--- config.mk ---
export PLATFORM = sky130hd
export DESIGN_NAME = mem_arbiter_flat
export DESIGN_NICKNAME = d
export VERILOG_FILES = /design/src/rtl/mem_arbiter_pkg.sv /design/src/rtl/mem_arbiter_if.sv /design/src/rtl/mem_arbiter_rd_pipe.sv /design/src/rtl/mem_arbiter.sv /design/src/flat_wrapper.sv
export SDC_FILE = /design/constraint.sdc
export NUM_CORES = 1
export LEC_CHECK = 0
export BUFFER_PORTS_ARGS = -buffer_cell sky130_fd_sc_hd__buf_4
export CAP_MARGIN = 20
export CORE_MARGIN = 5
export CORE_UTILIZATION = 45
export CTS_BUF_LIST = sky130_fd_sc_hd__clkbuf_8 sky130_fd_sc_hd__clkbuf_16
export DETAILED_ROUTE_END_ITERATION = 8
export PLACE_DENSITY_LB_ADDON = 0.05
export SYNTH_ARGS = -nofsm -noshare
export SYNTH_HDL_FRONTEND = slang
export SYNTH_SLANG_ARGS = --single-unit
--- constraint.sdc ---
create_clock -name clk -period 4.7 [get_ports clk]
set_clock_uncertainty 0.15 [all_clocks]
set_input_delay 0.705 -clock clk [delete_from_list [all_inputs] [get_ports clk]]
set_output_delay 0.705 -clock clk [all_outputs]
set_load 0.01 [all_outputs]
--- src/rtl/mem_arbiter_pkg.sv ---
`default_nettype none
// +----------------------------------------------------------------------------+
// | Module      : mem_arbiter_pkg                                              |
// | Description : Shared types for the CPU/DMA memory arbiter.                 |
// | Revision    : 1.0  initial release                                         |
// +----------------------------------------------------------------------------+
package mem_arbiter_pkg;

    typedef enum logic [1:0] {
        S_IDLE = 2'd0,
        S_CPU  = 2'd1,
        S_DMA  = 2'd2
    } arb_state_t;

    typedef enum logic {
        OWN_CPU = 1'b0,
        OWN_DMA = 1'b1
    } owner_t;

    typedef struct packed {
        logic   valid;
        owner_t owner;
    } rd_tag_t;

endpackage
`default_nettype wire

--- src/rtl/mem_arbiter_if.sv ---
`default_nettype none
// +----------------------------------------------------------------------------+
// | Module      : mem_arbiter_if                                               |
// | Description : CPU/DMA request ports and memory bus of the arbiter.         |
// |               dma_lock exists only when MEM_ARB_LOCK_EN is defined.        |
// | Revision    : 1.0  initial release                                         |
// +----------------------------------------------------------------------------+
interface mem_arbiter_if #(
    parameter int ADDR_W = 8,
    parameter int DATA_W = 8
);
    logic              cpu_req;
    logic              cpu_we;
    logic [ADDR_W-1:0] cpu_addr;
    logic [DATA_W-1:0] cpu_wdata;
    logic              cpu_gnt;
    logic [DATA_W-1:0] cpu_rdata;
    logic              cpu_rvalid;

    logic              dma_req;
    logic              dma_we;
    logic [ADDR_W-1:0] dma_addr;
    logic [DATA_W-1:0] dma_wdata;
    logic              dma_gnt;
    logic [DATA_W-1:0] dma_rdata;
    logic              dma_rvalid;

    logic [ADDR_W-1:0] mem_addr;
    logic [DATA_W-1:0] mem_wdata;
    logic              mem_write;
    logic [DATA_W-1:0] mem_rdata;
`ifdef MEM_ARB_LOCK_EN
    logic              dma_lock;
`endif

    // Arbiter side
    modport slave (
`ifdef MEM_ARB_LOCK_EN
        input  dma_lock,
`endif
        input  cpu_req, cpu_we, cpu_addr, cpu_wdata,
        output cpu_gnt, cpu_rdata, cpu_rvalid,
        input  dma_req, dma_we, dma_addr, dma_wdata,
        output dma_gnt, dma_rdata, dma_rvalid,
        output mem_addr, mem_wdata, mem_write,
        input  mem_rdata
    );

    // Requesters and memory side
    modport master (
`ifdef MEM_ARB_LOCK_EN
        output dma_lock,
`endif
        output cpu_req, cpu_we, cpu_addr, cpu_wdata,
        input  cpu_gnt, cpu_rdata, cpu_rvalid,
        output dma_req, dma_we, dma_addr, dma_wdata,
        input  dma_gnt, dma_rdata, dma_rvalid,
        input  mem_addr, mem_wdata, mem_write,
        output mem_rdata
    );
endinterface
`default_nettype wire

--- src/rtl/mem_arbiter_rd_pipe.sv ---
`default_nettype none
// +----------------------------------------------------------------------------+
// | Module      : mem_arbiter_rd_pipe                                          |
// | Description : Shift register carrying {valid,owner} read tags to the       |
// |               cycle their memory data is ready.                            |
// | Revision    : 1.0  initial release                                         |
// +----------------------------------------------------------------------------+
module mem_arbiter_rd_pipe
    import mem_arbiter_pkg::*;
#(
    parameter int DEPTH = 2
) (
    input  wire logic    clk,
    input  wire logic    reset,
    input  rd_tag_t      i_tag,
    output rd_tag_t      o_tag
);
    rd_tag_t r_stage [DEPTH];

    always_ff @(posedge clk) begin
        if (reset) begin
            for (int i = 0; i < DEPTH; i++) r_stage[i] <= '0;
        end else begin
            r_stage[0] <= i_tag;
            for (int i = 1; i < DEPTH; i++) r_stage[i] <= r_stage[i-1];
        end
    end

    assign o_tag = r_stage[DEPTH-1];

endmodule
`default_nettype wire

--- src/rtl/mem_arbiter.sv ---
`default_nettype none
// +----------------------------------------------------------------------------+
// | Module      : mem_arbiter                                                  |
// | Description : Sticky-owner CPU/DMA arbiter with burst cap for a single     |
// |               synchronous memory. Define MEM_ARB_LOCK_EN for dma_lock.     |
// | Revision    : 1.0  initial release                                         |
// +----------------------------------------------------------------------------+
module mem_arbiter
    import mem_arbiter_pkg::*;
#(
    parameter int ADDR_W    = 8,
    parameter int DATA_W    = 8,
    parameter int MAX_BURST = 4,
    parameter int MEM_LAT   = 1
) (
    input  wire logic     clk,
    input  wire logic     reset,
    mem_arbiter_if.slave  bus
);
    localparam int                 c_CNT_W   = $clog2(MAX_BURST + 1);
    localparam logic [c_CNT_W-1:0] c_CNT_MAX = c_CNT_W'(MAX_BURST);
    localparam logic [c_CNT_W-1:0] c_CNT_ONE = c_CNT_W'(1);

    arb_state_t         r_state, w_state_nxt;
    logic [c_CNT_W-1:0] r_cnt, w_cnt_nxt;
    logic               w_cpu_gnt, w_dma_gnt, w_lock, w_cap, w_owner_hs, w_other_req;
    rd_tag_t            w_tag_in, w_tag_ret;

    logic [ADDR_W-1:0]  r_mem_addr;
    logic [DATA_W-1:0]  r_mem_wdata, r_cpu_rdata, r_dma_rdata;
    logic               r_mem_write, r_cpu_rvalid, r_dma_rvalid;

`ifdef MEM_ARB_LOCK_EN
    assign w_lock = bus.dma_lock;
`else
    assign w_lock = 1'b0;
`endif

    assign w_cap = (r_cnt == c_CNT_MAX);

    always_ff @(posedge clk) begin
        if (reset) begin
            r_state <= S_IDLE;
            r_cnt   <= '0;
        end else begin
            r_state <= w_state_nxt;
            r_cnt   <= w_cnt_nxt;
        end
    end

    always_comb begin
        w_cpu_gnt   = 1'b0;
        w_dma_gnt   = 1'b0;
        w_state_nxt = r_state;
        w_cnt_nxt   = r_cnt;
        w_owner_hs  = 1'b0;
        w_other_req = (r_state == S_DMA) ? bus.cpu_req : bus.dma_req;
        if (!reset) begin
            // The loader lock hands every cycle to DMA regardless of the burst count
            if (w_lock) begin
                w_dma_gnt = bus.dma_req;
            end else begin
                case (r_state)
                    S_CPU: begin
                        if (bus.cpu_req && !(bus.dma_req && w_cap)) w_cpu_gnt = 1'b1;
                        else                                        w_dma_gnt = bus.dma_req;
                    end
                    S_DMA: begin
                        if (bus.dma_req && !(bus.cpu_req && w_cap)) w_dma_gnt = 1'b1;
                        else                                        w_cpu_gnt = bus.cpu_req;
                    end
                    default: begin
                        w_cpu_gnt = bus.cpu_req;
                        w_dma_gnt = !bus.cpu_req && bus.dma_req;
                    end
                endcase
            end
        end
        w_owner_hs = (r_state == S_CPU && w_cpu_gnt) || (r_state == S_DMA && w_dma_gnt);

        if (w_cpu_gnt)                         w_state_nxt = S_CPU;
        else if (w_dma_gnt)                    w_state_nxt = S_DMA;
        else if (!bus.cpu_req && !bus.dma_req) w_state_nxt = S_IDLE;

        if ((w_cpu_gnt || w_dma_gnt) && !w_owner_hs)     w_cnt_nxt = '0;
        else if (r_state == S_IDLE || !w_other_req)      w_cnt_nxt = '0;
        else if (w_owner_hs && !w_cap)                   w_cnt_nxt = r_cnt + c_CNT_ONE;
    end

    assign w_tag_in.valid = (w_cpu_gnt && !bus.cpu_we) || (w_dma_gnt && !bus.dma_we);
    assign w_tag_in.owner = w_dma_gnt ? OWN_DMA : OWN_CPU;

    mem_arbiter_rd_pipe #(.DEPTH(MEM_LAT + 1)) u_rd_pipe (
        .clk   (clk),
        .reset (reset),
        .i_tag (w_tag_in),
        .o_tag (w_tag_ret)
    );

    always_ff @(posedge clk) begin
        if (reset) begin
            r_mem_addr   <= '0;
            r_mem_wdata  <= '0;
            r_mem_write  <= 1'b0;
            r_cpu_rdata  <= '0;
            r_cpu_rvalid <= 1'b0;
            r_dma_rdata  <= '0;
            r_dma_rvalid <= 1'b0;
        end else begin
            r_mem_write  <= 1'b0;
            r_cpu_rvalid <= 1'b0;
            r_dma_rvalid <= 1'b0;
            if (w_cpu_gnt) begin
                r_mem_addr  <= bus.cpu_addr;
                r_mem_wdata <= bus.cpu_wdata;
                r_mem_write <= bus.cpu_we;
            end else if (w_dma_gnt) begin
                r_mem_addr  <= bus.dma_addr;
                r_mem_wdata <= bus.dma_wdata;
                r_mem_write <= bus.dma_we;
            end
            if (w_tag_ret.valid) begin
                if (w_tag_ret.owner == OWN_CPU) begin
                    r_cpu_rdata  <= bus.mem_rdata;
                    r_cpu_rvalid <= 1'b1;
                end else begin
                    r_dma_rdata  <= bus.mem_rdata;
                    r_dma_rvalid <= 1'b1;
                end
            end
        end
    end

    assign bus.cpu_gnt    = w_cpu_gnt;
    assign bus.dma_gnt    = w_dma_gnt;
    assign bus.mem_addr   = r_mem_addr;
    assign bus.mem_wdata  = r_mem_wdata;
    assign bus.mem_write  = r_mem_write;
    assign bus.cpu_rdata  = r_cpu_rdata;
    assign bus.cpu_rvalid = r_cpu_rvalid;
    assign bus.dma_rdata  = r_dma_rdata;
    assign bus.dma_rvalid = r_dma_rvalid;

endmodule
`default_nettype wire

--- src/flat_wrapper.sv ---
// flat-port wrapper written by rule: the top's interface ports become plain ports
module mem_arbiter_flat import mem_arbiter_pkg::*;
#(
    parameter int ADDR_W    = 8,
    parameter int DATA_W    = 8,
    parameter int MAX_BURST = 4,
    parameter int MEM_LAT   = 1
)
  (clk, reset, bus_cpu_req, bus_cpu_we, bus_cpu_addr, bus_cpu_wdata, bus_cpu_gnt, bus_cpu_rdata, bus_cpu_rvalid, bus_dma_req, bus_dma_we, bus_dma_addr, bus_dma_wdata, bus_dma_gnt, bus_dma_rdata, bus_dma_rvalid, bus_mem_addr, bus_mem_wdata, bus_mem_write, bus_mem_rdata);
  mem_arbiter_if #(.ADDR_W(ADDR_W), .DATA_W(DATA_W)) bus_i ();
  input  wire logic clk;
  input  wire logic reset;
  input wire logic [$bits(bus_i.cpu_req)-1:0] bus_cpu_req;
  input wire logic [$bits(bus_i.cpu_we)-1:0] bus_cpu_we;
  input wire logic [$bits(bus_i.cpu_addr)-1:0] bus_cpu_addr;
  input wire logic [$bits(bus_i.cpu_wdata)-1:0] bus_cpu_wdata;
  output wire logic [$bits(bus_i.cpu_gnt)-1:0] bus_cpu_gnt;
  output wire logic [$bits(bus_i.cpu_rdata)-1:0] bus_cpu_rdata;
  output wire logic [$bits(bus_i.cpu_rvalid)-1:0] bus_cpu_rvalid;
  input wire logic [$bits(bus_i.dma_req)-1:0] bus_dma_req;
  input wire logic [$bits(bus_i.dma_we)-1:0] bus_dma_we;
  input wire logic [$bits(bus_i.dma_addr)-1:0] bus_dma_addr;
  input wire logic [$bits(bus_i.dma_wdata)-1:0] bus_dma_wdata;
  output wire logic [$bits(bus_i.dma_gnt)-1:0] bus_dma_gnt;
  output wire logic [$bits(bus_i.dma_rdata)-1:0] bus_dma_rdata;
  output wire logic [$bits(bus_i.dma_rvalid)-1:0] bus_dma_rvalid;
  output wire logic [$bits(bus_i.mem_addr)-1:0] bus_mem_addr;
  output wire logic [$bits(bus_i.mem_wdata)-1:0] bus_mem_wdata;
  output wire logic [$bits(bus_i.mem_write)-1:0] bus_mem_write;
  input wire logic [$bits(bus_i.mem_rdata)-1:0] bus_mem_rdata;
  assign bus_i.cpu_req = bus_cpu_req;
  assign bus_i.cpu_we = bus_cpu_we;
  assign bus_i.cpu_addr = bus_cpu_addr;
  assign bus_i.cpu_wdata = bus_cpu_wdata;
  assign bus_cpu_gnt = bus_i.cpu_gnt;
  assign bus_cpu_rdata = bus_i.cpu_rdata;
  assign bus_cpu_rvalid = bus_i.cpu_rvalid;
  assign bus_i.dma_req = bus_dma_req;
  assign bus_i.dma_we = bus_dma_we;
  assign bus_i.dma_addr = bus_dma_addr;
  assign bus_i.dma_wdata = bus_dma_wdata;
  assign bus_dma_gnt = bus_i.dma_gnt;
  assign bus_dma_rdata = bus_i.dma_rdata;
  assign bus_dma_rvalid = bus_i.dma_rvalid;
  assign bus_mem_addr = bus_i.mem_addr;
  assign bus_mem_wdata = bus_i.mem_wdata;
  assign bus_mem_write = bus_i.mem_write;
  assign bus_i.mem_rdata = bus_mem_rdata;
  mem_arbiter #(.ADDR_W(ADDR_W), .DATA_W(DATA_W), .MAX_BURST(MAX_BURST), .MEM_LAT(MEM_LAT)) u_core (.clk(clk), .reset(reset), .bus(bus_i));
endmodule
==> results of run 1 <==
==> cell usage after synthesis (all sizes together) <==
library cell  count
nand2            60
dfxtp            44
nor2             23
a21oi            20
a311oi           16
nand3            11
buf               9
clkbuf            9
inv               6
ha                5
mux2i             3
nand2b            3
nor2b             3
a32o              2
a32oi             2
nor3              2
o21ai             2
a2111oi           1
a211oi            1
a21o              1
a22o              1
a31o              1
a31oi             1
and2              1
and3b             1
o211ai            1
o21a              1
o22a              1
or3b              1
==> how the worst max path moves through the flow <==
stage / to / depth (start not counted) / startpoint
after floorplan: bus_cpu_gnt / 6 / bus_cpu_req
after global placement: bus_cpu_gnt / 8 / u_core.r_state[0]
after detailed placement: bus_cpu_gnt / 8 / u_core.r_state[0]
after CTS: bus_cpu_gnt / 8 / u_core.r_state[0]
after global routing: bus_cpu_gnt / 8 / u_core.r_state[0]
final: bus_cpu_gnt / 8 / u_core.r_state[0]
==> routing by layer <==
metal  vias to the layer above  GRT usage  wire length, um
met3                         7     0.0556              343
li1                        941          -                -
met2                        50      0.271             2280
met1                       842      0.200             2130
met5                         -          0                0
met4                         0     0.0472               57
==> where the power goes <==
group          switching, mW  internal [mW]
Sequential            0.0160          0.399
Clock                  0.124          0.187
Combinational         0.0989         0.0927
Total                  0.239          0.679
==> layout make-up <==
class / count / area share
Clock buffer: 7 / 0.0358
Clock inverter: 1 / 0.0112
Inverter: 6 / 0.00837
Multi-Input combinational cell: 164 / 0.362
Sequential cell: 44 / 0.327
Tap cell: 52 / 0.0242
Timing Repair Buffer: 83 / 0.232
==> cells in the final DEF (no fill, tap or decap) <==
cell type   n
a211oi_1    1
a22o_1      1
a31oi_1     1
and3b_1     1
bufinv_16   1
o21ai_0     2
a311oi_1    5
a32o_1      2
or3b_1      1
a2111oi_0   1
nand2_1    60
nand3_1    10
mux2i_1     3
a31o_2      1
a32oi_1     2
nor3_1      2
a311oi_2   11
inv_1       6
a21oi_1    19
o211ai_1    1
o21a_2      1
nor2_2      1
nor2_1     22
nand3_2     1
nor2b_1     3
ha_1        5
and2_2      1
a21o_2      1
o22a_1      1
dfxtp_1    44
nand2b_1    3
buf_4      83
a21oi_2     1
clkbuf_8    7
==> stage by stage <==
step / setup WS [ns] / cells / total power, mW
finish: 1.55 / 357 / 0.918
global route: 1.38 / 357 / 0.968
CTS: 1.54 / 357 / 0.930
detailed placement: 1.87 / 349 / 0.616
global placement: 1.88 / 349 / 0.615
floorplan: 2.06 / 232 / 0.546
==> sequential cells by signal, summed over array words and instances (netlist names) <==
signal                    count
u_core.bus.cpu_rdata          8
u_core.bus.cpu_rvalid         1
u_core.bus.dma_rdata          8
u_core.bus.dma_rvalid         1
u_core.bus.mem_addr           8
u_core.bus.mem_wdata          8
u_core.bus.mem_write          1
u_core.r_cnt                  3
u_core.r_state                2
u_core.u_rd_pipe.r_stage      4
==> kinds of logic (layout without fill, tap and decap cells) <==
| logic type | Yosys count | in the layout | synth area share |
|---|---|---|---|
| AOI/OAI and AO/OA | 51 | 51 | 0.218 |
| buffers and inverters | 24 | 97 | 0.0708 |
| and+or+nand+nor | 105 | 105 | 0.224 |
| DFF | 44 | 44 | 0.441 |
| muxes | 3 | 3 | 0.0150 |
| adders and majority gates | 5 | 5 | 0.0313 |
==> impl_metrics.json, run 1 <==
{
  "hold_depth": 1,
  "antenna_found_initial": 0,
  "hp-class": "reg -> reg",
  "vdd_ir_drop_max_v": 0.000217,
  "cts_root_buf": "clkbuf_8",
  "seq_area_um2": 881,
  "finalCriticalPeriod_ns": 3.15,
  "grt_pass1_wl_um": 8020,
  "syn-cell-area_um2": 2000,
  "crit_path_end_kind": "output port",
  "min-delay-start": "u_core.u_rd_pipe.r_stage[0][1]",
  "area_growth_pct": 34.9,
  "path_delay_family": "buffers and inverters",
  "final_core_util": 0.622,
  "power_density_nw_per_um2": 341,
  "final_nets": 355,
  "hold_end": "u_core.u_rd_pipe.r_stage[0][3]",
  "clock_latency_ns": 0.29,
  "antenna_cells": 0,
  "whs_ns": 0.294,
  "placementRows": 24,
  "final-setup-viol-count": 0,
  "yosys.area.top_type": "dfxtp_1",
  "drive_above_1_share": 0.357,
  "netlist_instances": 232,
  "slew_viol_final": 0,
  "reg2reg_slack_ns": 2.31,
  "design_area_um2": 2690,
  "period_share": 0.671,
  "vias_per_cell": 5.15,
  "max_cap_viol_count": 0,
  "critPathSlowestCell": "or3b_1",
  "drt_iter0_drc": 99,
  "ys_seq_area_frac": 0.441,
  "cp.required_ns": 3.85,
  "vias": 1840,
  "ys_types": 37,
  "finalHoldViolCount": 0,
  "core_region_area_um2": 4320,
  "crit_arrival_ns": 2.30,
  "synthTopCellsByArea": "dfxtp_1 44%, nand2_1 11%, a311oi_2 8.3%",
  "cp_common_cell": "buf_4",
  "path_max_fanout": 38,
  "cts_buffers": 5,
  "ys_ff_latch": 44,
  "status": "completed",
  "crit_buf_inv": 3,
  "post_cts_buffers": 0,
  "max_freq_mhz": 317,
  "first_pass_iters": 4,
  "critPathKind": "reg -> out",
  "crit_path_cell_trace": "inv_1, ha_1, or3b_1, nand2_1, a31o_2, buf_4, nor2_1, buf_4",
  "postCtsHoldBufs": 0,
  "dieArea_um2": 5870,
  "cts_resized": 0,
  "r2r_end": "u_core.r_cnt[0]",
  "syn-num-nets": 283,
  "drc": 0,
  "clock_sinks": 44,
  "clk_path_buf_depth": 2,
  "first_global_vias": 1744,
  "multiInputGateArea_um2": 973,
  "yosysWarningCount": 0,
  "place_area_um2": 2560,
  "worst_pin_slew_ns": 0.787,
  "slowest_delay_ns": 0.40,
  "num_io_pins": 83,
  "wl_per_cell_um": 13.5,
  "max-slew-margin-rel": 0.476,
  "fill_cells": 399,
  "initial_core_util": 0.462,
  "cts-htree-levels": 2,
  "p_leak_nw": 1.12,
  "grt_usage": 0.163,
  "io_buffers": 82,
  "rr_startpoint": "u_core.r_state[0]",
  "dp_hpwl_um": 3470,
  "cts.clk_slew.worst_paths_ns": 0.08,
  "final.setup.tns_ns": 0,
  "worstSetupStartpointType": "flop",
  "synth_top_area_frac": 0.441,
  "route.antenna.remaining_nets": 0,
  "grt_max_degree": 47,
  "routed_wl_um": 4820,
  "die_h_um": 76.6,
  "cts_tree": "yes",
  "avgSynthCellArea_um2": 8.60,
  "die_width_um": 76.6,
  "rsz0062_at_grt": "false",
  "gp_congestion": 0.846,
  "grt_overflow_total": 0,
  "r2r_cells": 8
}
Power figures use the tool's default switching activity.
==> run 2: changes to the inputs <==
- CORE_UTILIZATION: 45 -> 43
- clock period: 4.7 -> 2.9 ns (I/O delays scaled with it)
==> run 2 against run 1 <==
Via count is 1.8% higher. Clock-buffer cell count is 2 lower. Flip-flop and latch count stayed put. Register-to-register slack worse by 1.7 ns. Die area is 4.0% higher. Critical path depth is 1 lower.
==> impl_metrics.json, run 2 (synthesis gave the netlist of run 1 again) <==
{
  "status": "completed",
  "placementRows": 24,
  "worst_pin_slew_ns": 0.468,
  "fill_cells": 402,
  "whs_ns": 0.239,
  "cts_resized": 0,
  "grt_overflow_total": 0,
  "layout_commonest_cell": "buf_4",
  "route.antenna.remaining_nets": 0,
  "max-slew-margin-rel": 0.687,
  "gp_congestion": 0.841,
  "cts_tree": "yes",
  "grt_usage": 0.165,
  "first_global_vias": 1796,
  "antenna_found_initial": 0,
  "critPathKind": "reg -> out",
  "max_freq_mhz": 381,
  "cts-htree-levels": 2,
  "vias": 1874,
  "layout_common_cells": "85 x buf_4, 60 x nand2_1, 44 x dfxtp_1",
  "die_h_um": 78.1,
  "finalCriticalPeriod_ns": 2.62,
  "worstSetupStartpointType": "flop",
  "finalHoldViolCount": 0,
  "setup_slack_ns": 0.277,
  "clk_path_buf_depth": 2,
  "max_cap_viol_count": 0,
  "hp-class": "in -> reg",
  "wl_per_cell_um": 13.8,
  "place_area_um2": 2600,
  "postCtsHoldBufs": 0,
  "crit_arrival_ns": 2.04,
  "vias_per_cell": 5.21,
  "post_cts_buffers": 0,
  "antenna_cells": 0,
  "place_inst": 352,
  "drive_above_1_share": 0.360,
  "drt_iter0_drc": 137,
  "cts_root_buf": "clkbuf_8",
  "crit_path_end_kind": "output port",
  "io_buffers": 82,
  "slowest_delay_ns": 0.40,
  "p_leak_nw": 1.13,
  "dieArea_um2": 6100,
  "first_pass_iters": 4,
  "crit_path_cell_trace": "inv_1, ha_1, or3b_1, nand2_1, a31o_2, nor2_1, buf_4",
  "initial_core_util": 0.452,
  "area_growth_pct": 35.7,
  "dp_hpwl_um": 3750,
  "path_max_fanout": 10,
  "grt_pass1_wl_um": 8180,
  "final-setup-viol-count": 0,
  "core_region_area_um2": 4410,
  "power_density_nw_per_um2": 537,
  "cp.required_ns": 2.32,
  "num_io_pins": 83,
  "die_width_um": 78.1,
  "rsz0062_at_grt": "false",
  "fin_cells": 360,
  "grt_max_degree": 30,
  "clock_latency_ns": 0.30,
  "cts.clk_slew.worst_paths_ns": 0.08,
  "cts_buffers": 5,
  "routed_wl_um": 4960,
  "period_share": 0.904,
  "slew_viol_final": 0,
  "final_nets": 358,
  "critPathSlowestCell": "or3b_1",
  "vdd_ir_drop_max_v": 0.000414,
  "drc": 0,
  "final.setup.tns_ns": 0,
  "pre_cts_ws_ns": 0.569,
  "design_area_um2": 2710,
  "clock_sinks": 44
}
[run 2: changes by cell type in the layout (fill, tap and decap cells not counted)]
cell | previous run | this run
buf_12 | 0 | 1
buf_4 | 83 | 85
clkbuf_8 | 7 | 5
clkinv_2 | 0 | 1
inv_1 | 6 | 7
[run 2: final timing paths]
kind / cells past startpoint / slack [ns] / to / startpoint
min reg2reg: 1 / 0.29 / u_core.u_rd_pipe.r_stage[0][3] / u_core.u_rd_pipe.r_stage[0][1]
max reg2reg: 8 / 0.57 / u_core.r_cnt[0] / u_core.r_state[0]
max: 7 / 0.28 / bus_cpu_gnt / u_core.r_state[0]
min: 3 / 0.24 / u_core.bus.cpu_rdata[3] / bus_mem_rdata[3]
[run 2: layout make-up]
type	count	area [um2]	share of cell area
Multi-Input combinational cell	164	973	0.360
Sequential cell	44	881	0.325
Timing Repair Buffer	86	658	0.243
Clock buffer	5	68.8	0.0254
Tap cell	52	65.1	0.0240
Clock inverter	3	38.8	0.0143
Inverter	6	22.5	0.00832
[run 2: through the flow]
step	util	power (mW)
after floorplan	-	0.885
after global placement	0.589	1.01
after detailed placement	0.589	1.01
after CTS	0.613	1.47
after global routing	0.613	1.53
final	0.613	1.45
[run 2: report_power, final]
part	switching, mW	internal [mW]
combinational	0.163	0.160
clock	0.206	0.252
sequential	0.0252	0.647
[run 2: worst max-delay path, delay by kind of cell, from the launching register on]
kind,cells,cell delay (ns)
compound gates,1,0.25
fa+ha+maj,1,0.35
buf+inv,2,0.21
flops,1,0.36
simple gates,3,0.58
[run 2: layer usage]
layer | track usage | wire length [um] | vias up
met1 | 0.207 | 2190 | 863
li1 | - | - | 945
met3 | 0.0503 | 372 | 8
met2 | 0.267 | 2320 | 58
met5 | 0 | 0 | -
met4 | 0.0574 | 87 | 0
